## src/rtl/alu_acc.sv

```systemverilog
// Accumulator ALU for the Simple-RISC core. ADD runs slice-serially over WIDTH/SLICE cycles.
// Define ALU_CARRY_EN to add the registered carry output.
module alu_acc #(
  parameter int WIDTH = 8,
  parameter int SLICE = 4
) (
  input  logic             clk,
  input  logic             rst_n,
  input  logic             op_valid,
  output logic             op_ready,
  input  logic [2:0]       opcode,
  input  logic [WIDTH-1:0] operand,
  input  logic             resume,
  output logic [WIDTH-1:0] acc,
  output logic             is_zero,
  output logic             res_valid,
  output logic             skip,
`ifdef ALU_CARRY_EN
  output logic             carry,
`endif
  output logic             halted
);

  // state    | meaning
  // IDLE     | accepting operations; single-cycle ops complete at accept
  // ADD_BUSY | slice-serial add in progress, acc held until the last slice
  // HALT     | stopped after HLT, waiting for resume
  typedef enum logic [1:0] {IDLE, ADD_BUSY, HALT} state_t;

  localparam int NS = WIDTH / SLICE;
  localparam int CW = (NS > 1) ? $clog2(NS) : 1;

  localparam logic [2:0] OP_HLT = 3'b000;
  localparam logic [2:0] OP_SKZ = 3'b001;
  localparam logic [2:0] OP_ADD = 3'b010;
  localparam logic [2:0] OP_AND = 3'b011;
  localparam logic [2:0] OP_XOR = 3'b100;
  localparam logic [2:0] OP_LDA = 3'b101;
  localparam logic [2:0] OP_STO = 3'b110;
  localparam logic [2:0] OP_JMP = 3'b111;

  state_t           state_q, state_nxt;
  logic [WIDTH-1:0] acc_nxt;
  logic [WIDTH-1:0] opnd_q, opnd_nxt;
  logic [WIDTH-1:0] shadow_q, shadow_nxt;
  logic [CW-1:0]    cnt_q, cnt_nxt;
  logic             cin_q, cin_nxt;
  logic             res_nxt, skip_nxt, halted_nxt;
`ifdef ALU_CARRY_EN
  logic             carry_nxt;
`endif

  logic [31:0]      slice_base;
  logic [WIDTH-1:0] b_src;
  logic [SLICE-1:0] a_slice, b_slice, slice_s;
  logic             slice_c, cin_eff;
  logic [WIDTH-1:0] sum_word;

  // One slice adder serves both the single-slice IDLE add and the busy slices.
  always_comb begin
    slice_base = 32'(cnt_q) * 32'(SLICE);
    b_src      = (state_q == IDLE) ? operand : opnd_q;
    a_slice    = SLICE'(acc >> slice_base);
    b_slice    = SLICE'(b_src >> slice_base);
    cin_eff    = (state_q == ADD_BUSY) && cin_q;
    {slice_c, slice_s} = {1'b0, a_slice} + {1'b0, b_slice} + {{SLICE{1'b0}}, cin_eff};
    sum_word   = shadow_q | (WIDTH'(slice_s) << slice_base);
  end

  always_comb begin
    state_nxt  = state_q;
    acc_nxt    = acc;
    opnd_nxt   = opnd_q;
    shadow_nxt = shadow_q;
    cnt_nxt    = cnt_q;
    cin_nxt    = cin_q;
    res_nxt    = 1'b0;
    skip_nxt   = 1'b0;
    halted_nxt = halted;
    op_ready   = 1'b0;
`ifdef ALU_CARRY_EN
    carry_nxt  = carry;
`endif
    case (state_q)
      IDLE: begin
        op_ready = 1'b1;
        if (op_valid) begin
          res_nxt = 1'b1;
          case (opcode)
            OP_HLT: begin
              state_nxt  = HALT;
              halted_nxt = 1'b1;
            end
            OP_SKZ: skip_nxt = is_zero;
            OP_ADD: begin
              if (NS == 1) begin
                acc_nxt = sum_word;
`ifdef ALU_CARRY_EN
                carry_nxt = slice_c;
`endif
              end else begin
                res_nxt    = 1'b0;
                opnd_nxt   = operand;
                shadow_nxt = '0;
                cnt_nxt    = '0;
                cin_nxt    = 1'b0;
                state_nxt  = ADD_BUSY;
              end
            end
            OP_AND: begin
              acc_nxt = acc & operand;
`ifdef ALU_CARRY_EN
              carry_nxt = 1'b0;
`endif
            end
            OP_XOR: begin
              acc_nxt = acc ^ operand;
`ifdef ALU_CARRY_EN
              carry_nxt = 1'b0;
`endif
            end
            OP_LDA: begin
              acc_nxt = operand;
`ifdef ALU_CARRY_EN
              carry_nxt = 1'b0;
`endif
            end
            OP_STO, OP_JMP: ;
            default: ;
          endcase
        end
      end
      ADD_BUSY: begin
        shadow_nxt = sum_word;
        cin_nxt    = slice_c;
        if (cnt_q == CW'(NS - 1)) begin
          acc_nxt    = sum_word;
          res_nxt    = 1'b1;
          state_nxt  = IDLE;
          shadow_nxt = '0;
          cnt_nxt    = '0;
          cin_nxt    = 1'b0;
`ifdef ALU_CARRY_EN
          carry_nxt  = slice_c;
`endif
        end else begin
          cnt_nxt = cnt_q + CW'(1);
        end
      end
      HALT: begin
        if (resume) begin
          state_nxt  = IDLE;
          halted_nxt = 1'b0;
        end
      end
      default: state_nxt = IDLE;
    endcase
  end

  always_ff @(posedge clk or negedge rst_n) begin
    if (!rst_n) begin
      state_q   <= IDLE;
      acc       <= '0;
      is_zero   <= 1'b1;
      opnd_q    <= '0;
      shadow_q  <= '0;
      cnt_q     <= '0;
      cin_q     <= 1'b0;
      res_valid <= 1'b0;
      skip      <= 1'b0;
      halted    <= 1'b0;
`ifdef ALU_CARRY_EN
      carry     <= 1'b0;
`endif
    end else begin
      state_q   <= state_nxt;
      acc       <= acc_nxt;
      is_zero   <= (acc_nxt == '0);
      opnd_q    <= opnd_nxt;
      shadow_q  <= shadow_nxt;
      cnt_q     <= cnt_nxt;
      cin_q     <= cin_nxt;
      res_valid <= res_nxt;
      skip      <= skip_nxt;
      halted    <= halted_nxt;
`ifdef ALU_CARRY_EN
      carry     <= carry_nxt;
`endif
    end
  end

endmodule
```

## config.mk

```make
export PLATFORM = sky130hd
export DESIGN_NAME = alu_acc
export DESIGN_NICKNAME = d
export VERILOG_FILES = /design/src/rtl/alu_acc.sv
export SDC_FILE = /design/constraint.sdc
export NUM_CORES = 1
export LEC_CHECK = 0
export CAP_MARGIN = 20
export CORE_UTILIZATION = 40
export CTS_BUF_LIST = sky130_fd_sc_hd__clkbuf_8 sky130_fd_sc_hd__clkbuf_16
export CTS_CLUSTER_DIAMETER = 80
export CTS_CLUSTER_SIZE = 40
export DETAILED_ROUTE_END_ITERATION = 8
export PLACE_DENSITY = 0.65
export RECOVER_POWER = 25
export SLEW_MARGIN = 10
export SYNTH_ARGS = -nofsm -noshare
export SYNTH_HDL_FRONTEND = slang
export SYNTH_SLANG_ARGS = --single-unit
export TNS_END_PERCENT = 20
```

## constraint.sdc

```tcl
create_clock -name clk -period 3.3 [get_ports clk]
set_clock_uncertainty 0.05 [all_clocks]
set_input_delay 0.66 -clock clk [delete_from_list [all_inputs] [get_ports clk]]
set_output_delay 0.66 -clock clk [all_outputs]
set_load 0.005 [all_outputs]
```

# Word level (Yosys, flattened, before mapping)
# Index checks and enable logic that the tools add are counted.
dict set report word_totals {
  reg_bits 32
  latch_bits 0
  mem_bits_rw 0
  romBits 0
  inputBits 15
  out_inout_bits 13
  elab_cells 74
  mem_count 0
}
dict set report classes {
  add_sub_neg 3
  multipliers 0
  n_div 0
  magnitude_cmp 0
  eq_ne 13
  shifts 3
  n_mux 32
  bitwise_logic 3
  reduce_logical 10
}
# op n
set op_table {}
lappend op_table {{8-bit 2-to-1 mux} 6}
lappend op_table {{8-bit one-hot mux with 2 select lines} 2}
lappend op_table {{8-bit one-hot mux with 3 select lines} 1}
lappend op_table {{8-bit by 3-bit >> shifter with 4-bit output} 2}
lappend op_table {{1-bit 2-to-1 mux} 14}
lappend op_table {{8-bit AND} 1}
lappend op_table {{8-bit logical NOT} 1}
lappend op_table {{8-bit OR} 1}
lappend op_table {{1-bit one-hot mux with 2 select lines} 4}
lappend op_table {{4-bit AND reduction} 2}
lappend op_table {{4-bit by 3-bit left shift with 8-bit output} 1}
lappend op_table {{8-bit XOR} 1}
lappend op_table {{3-bit by 2-bit equality test with 1-bit output, second input constant} 2}
lappend op_table {{3-bit equality test, second input constant} 2}
lappend op_table {{2-bit 2-to-1 mux} 3}
lappend op_table {{2-bit != test, second input constant} 3}
lappend op_table {{2-bit one-hot mux with 3 select lines} 1}
lappend op_table {{3-bit AND reduction} 2}
lappend op_table {{4-bit by 4-bit adder with 5-bit output} 1}
lappend op_table {{5-bit by 1-bit adder with 5-bit output} 1}
lappend op_table {{2-bit by 1-bit != test with 1-bit output, second input constant} 2}
lappend op_table {{2-bit one-hot mux with 2 select lines} 1}
lappend op_table {{2-bit nonzero test} 2}
lappend op_table {{3-bit by 1-bit equality test with 1-bit output, second input constant} 1}
lappend op_table {{other kinds (7)} 7}

# Depth between registers and ports, before layout
dict set report depth {
  depth_word 10
  ltp_mapped 12
  ltp_nobuf 11
}

# Worst setup path after synthesis
# No wires, ideal clock.
dict set report synth_path {
  kind {register to register}
  from {register state_q[0]}
  to {register is_zero}
  setup_ns 0.096
  t_arrival_ns 2.945
  required_time_ns 3.154
  slack_ns 0.209
  stages_incl_launch_ff 13
  n_path_buf 1
  synth_period_minus_slack_ns 3.091
  path_cell_list {dfrtp_1 buf_4 nor2_1 mux4_2 inv_1 fa_1 fa_1 inv_1 o21ai_0 o21ai_0 a211o_1 nor4_1 nor4bb_1}
}
dict set report synth_between {
  elab_chain_cells 10
  elab_cells_between_ends 12
  cone_classes {add/sub (2); eq/ne (1); shift (2); mux (3); bitwise (1); reduce/logical (3)}
}
# item line
set synth_rtl {}
lappend synth_rtl {{start: declaration} 42} ;# state_t state_q, state_nxt;
lappend synth_rtl {{start signal: assignment} 176} ;# state_q <= state_nxt;
lappend synth_rtl {{2-bit logical NOT} {62, 84}}
lappend synth_rtl {{8-bit 2-to-1 mux} 62} ;# b_src = (state_q == IDLE) ? operand : opnd_q;
lappend synth_rtl {{8-bit by 3-bit >> shifter with 4-bit output} 64} ;# b_slice = SLICE'(b_src >> slice_base);
lappend synth_rtl {{4-bit by 4-bit adder with 5-bit output} 66} ;# {slice_c, slice_s} = {1'b0, a_slice} + {1'b0, b_slice} + {{SLICE{1'b0}}, cin_eff};
lappend synth_rtl {{5-bit by 1-bit adder with 5-bit output} 66}
lappend synth_rtl {{4-bit by 3-bit left shift with 8-bit output} 67} ;# sum_word = shadow_q | (WIDTH'(slice_s) << slice_base);
lappend synth_rtl {{8-bit OR} 67}
lappend synth_rtl {{8-bit 2-to-1 mux} 136} ;# if (cnt_q == CW'(NS - 1)) begin
lappend synth_rtl {{8-bit one-hot mux with 2 select lines *} 84} ;# case (state_q)
lappend synth_rtl {{net acc_nxt[5]} 43} ;# logic [WIDTH-1:0] acc_nxt;
lappend synth_rtl {{8-bit logical NOT *} 178} ;# is_zero <= (acc_nxt == '0);
lappend synth_rtl {{end signal: assignment} 178}
lappend synth_rtl {{end: declaration} 15} ;# output logic is_zero,
# Mark *: on every way through the listed nets, which the timed path passes. The rest lies on a longest branch.
# A chain may end at the register's enable or synchronous reset.

# Final worst setup path
dict set report layout_path {
  from {input operand[4]}
  to {register is_zero}
}
dict set report layout_between {
  elab_chain_cells 9
  elab_cells_between_ends 13
  cone_classes {add/sub (2); shift (2); mux (5); bitwise (3); reduce/logical (1)}
}
# item line
set layout_rtl {}
lappend layout_rtl {{start: declaration} 12} ;# input logic [WIDTH-1:0] operand,
lappend layout_rtl {{8-bit 2-to-1 mux} 62}
lappend layout_rtl {{8-bit by 3-bit >> shifter with 4-bit output} 64}
lappend layout_rtl {{4-bit by 4-bit adder with 5-bit output} 66}
lappend layout_rtl {{5-bit by 1-bit adder with 5-bit output} 66}
lappend layout_rtl {{4-bit by 3-bit left shift with 8-bit output} 67}
lappend layout_rtl {{8-bit OR} 67}
lappend layout_rtl {{8-bit 2-to-1 mux} 136}
lappend layout_rtl {{8-bit one-hot mux with 2 select lines} 84}
lappend layout_rtl {{net acc_nxt[5]} 43}
lappend layout_rtl {{8-bit logical NOT} 178}
# The timed path passes the listed nets, and every way through them passes these cells.

==> impl_metrics.json <==
{
  "outcome": "finished, violations left",
  "failing_checks": "capacitance limit, slew limit",
  "post_synth_top_area_share": 0.3830,
  "fin_total_pwr_mw": 1.992,
  "gr-total-overflow": 0,
  "syn_nets": 231,
  "crit-reg2reg-capture": "is_zero",
  "worst_r2r_path_depth": 11,
  "regToRegStartpoint": "state_q[1]",
  "final_max_slew_viol_count": 33,
  "worst_ep_arrival_time_ns": 3.28,
  "drt_iter0_drc": 119,
  "die_w_um": 73.17,
  "synthDominantAreaCellType": "dfrtp_1",
  "globalRouteMet1Util": 0.3065,
  "hold-path-cell-count": 1,
  "setup_repair_after_global_routing_missed_its_margin": "no",
  "setup_slack_ns": 0.1714,
  "dpl_worst_slack_ns": -0.1969,
  "synth.yosys.warnings": 0,
  "initial_core_util": 0.4233,
  "post_synth_instance_area_um2": 2026,
  "hold_ws_ns": 0.4427,
  "post_synth_inst_count": 203,
  "slew-limit-headroom": -0.2038,
  "area_enclosed_by_the_die_boundary_um2": 5353,
  "slowest_stage": "fa_1",
  "post-dp-hpwl_um": 3825,
  "netlist-cell-type-count": 42,
  "most_common_cell_after_layout_fill_and_taps_aside": "dfrtp_1",
  "routedWlPerCell_um": 16.44,
  "first_global_vias": 1676,
  "antenna-diode-count": 0,
  "max_ir_drop_vdd_v": 0.0003945,
  "numPortBuffers": 27,
  "ctsHoldBuffers": 0,
  "die_h_um": 73.17,
  "detailroute.via_count": 1678,
  "clock_tree.htree_level_count": 2,
  "grt_util_all_layers": 0.2211,
  "drc": 0,
  "finalHoldViolCount": 0,
  "post_synth_main_area_contributors": "dfrtp_1 38%, ha_1 6.8%, mux2_2 6.7%",
  "drv.max_cap_violation_count": 1,
  "insertion_delay_ns": 0.29,
  "clk_pin_slew_ns": 0.07,
  "grt_pass1_wl_um": 8542,
  "syn_area_per_cell_um2": 9.979,
  "antenna_found_initial": 0,
  "io-pin-count": 28,
  "globalRoute.busiestLayer": "met2",
  "cts_made_buffers": 5,
  "groute.layer.met2.usage": 0.3354,
  "mostFrequentLayoutCells": "31 x dfrtp_1, 26 x clkdlybuf4s50_1, 21 x nor2_1, 16 x nand2_1, 14 x buf_4",
  "cts_num_sinks": 32,
  "final_core_utilization": 0.5346,
  "critical_path_peak_fanout": 2,
  "crit_path_start_kind": "input pin",
  "globalplace.congestion": 0.8622,
  "cp_data_required_time_ns": 3.45,
  "max_slew.worst_pin.slew_ns": 1.806,
  "total_leakage_power_nw": 1.165,
  "critical_path.startpoint": "operand[4]",
  "crit_path_end_kind": "flip-flop",
  "start_point_of_the_worst_hold_path": "shadow_q[4]",
  "groute.layer.met3.usage": 0.04972,
  "cts_root_buf": "clkbuf_8",
  "yosys_register_bits": 32,
  "worstPathCellList": "clkdlybuf4s50_1, mux4_2, inv_1, fa_2, fa_1, inv_1, o21ai_0, o21ai_0, a211o_1, nor4_1, nor4bb_2",
  "achievable_clock_frequency_mhz": 319.6,
  "fin_crit_sh": 0.9481,
  "ctsLongestPathBuffers": 2,
  "setup-tns-final_ns": 0,
  "areaGrowthSynthToFinish_pct": 26.31,
  "worst-r2r-setup-slack_ns": 0.32,
  "route.antenna.remaining_nets": 0,
  "layout-drive-gt1-share": 0.1803,
  "final_nets": 271,
  "synthFlopType": "dfrtp_1",
  "synth.yosys.seq_area_share": 0.3959,
  "clock_tree_from_tritoncts": "yes",
  "drt_first_pass_iters": 4,
  "share_of_synthesized_registers_carrying_an_async_set_or_reset": 1.000,
  "holdPathEnd": "shadow_q[4]",
  "classification_of_the_worst_slack_hold_path": "flip-flop to flip-flop",
  "routed_via_density": 5.395,
  "cpPeakStageDelay_ns": 0.51,
  "design.core.area_um2": 4786,
  "floorplan.rows": 25,
  "grt_start_max_net_pins": 33,
  "pwr_per_cell_area_nw_per_um2": 778.7,
  "route.final.wire_length_um": 5112,
  "setup_viol": 0,
  "synth_enable_flop_cells": 0,
  "min_tclk_post_route_ns": 3.129,
  "worst-setup-path-type": "input pin to flip-flop"
}
repair_timing:
| item | CTS | global route |
|---|---|---|
| gates resized for setup | 0 | 3 |
| endpoints found under the setup margin | 0 | 1 |
| buffers inserted | 0 | 0 |
state kept, by name (all words and copies together) (netlist names):
register   flops
cin_q          1
skip           1
opnd_q         8
cnt_q          1
halted         1
is_zero        1
res_valid      1
shadow_q       8
acc            8
state_q        2
kinds of logic (layout without fill, tap and decap cells):
| logic type | count (synthesis) | after routing | share of synthesized area |
|---|---|---|---|
| simple gates | 64 | 64 | 0.1569 |
| compound gates | 48 | 48 | 0.1557 |
| flops | 32 | 32 | 0.3959 |
| mux | 24 | 24 | 0.1507 |
| buf+inv | 20 | 61 | 0.04447 |
| fa+ha+maj | 13 | 13 | 0.08771 |
| xor+xnor | 2 | 2 | 0.008649 |
per-stage QoR:
step                cell area [um2]  instances
finish                         2559        311
global placement               2444        303
CTS                            2551        311
global route                   2559        311
detailed placement             2444        303
floorplan                      2026        203
cells in the mapped netlist, drive strengths merged (5+ instances only):
library cell,instances
inv,11
mux2i,8
o21ai,10
nor2,22
buf,7
nand2,16
mux2,12
and2,5
ha,11
dfrtp,31
a22oi,5
o211ai,7
a21oi,12
metal layers:
layer / routed length [um] / vias to the layer above / part of all wire
li1: - / 814 / -
met1: 2388 / 810 / 0.47
met2: 2400 / 44 / 0.47
met3: 222 / 10 / 0.043
met4: 100 / 0 / 0.020
met5: 0 / - / 0
power by group:
group          internal, mW  switching, mW
clock network         0.221          0.154
logic                 0.511          0.467
registers             0.514          0.125
total                  1.25          0.747
final cells by class:
type	instances	area, um2
tap	67	83.83
fill	433	2227
multi-input combinational	151	1145
clock buffer	5	68.82
inverter	11	41.29
timing repair buffer	42	379.1
sequential	32	802.0
clock inverter	3	38.79
critical path: cells and delay by family:
kind                     cells  cell delay, ns
adder cells (fa/ha/maj)      2            0.89
buffers and inverters        3            0.58
AO/OA/AOI/OAI                3            0.50
AND/OR/NAND/NOR              2            0.42
multiplexers                 1            0.23
worst max path at each step:
stage / endpoint / cells after the start
floorplan: is_zero / 12
detailed placement: is_zero / 11
global route: is_zero / 11
CTS: is_zero / 11
global placement: is_zero / 11
finish: is_zero / 11
Power figures use the tool's default switching activity.
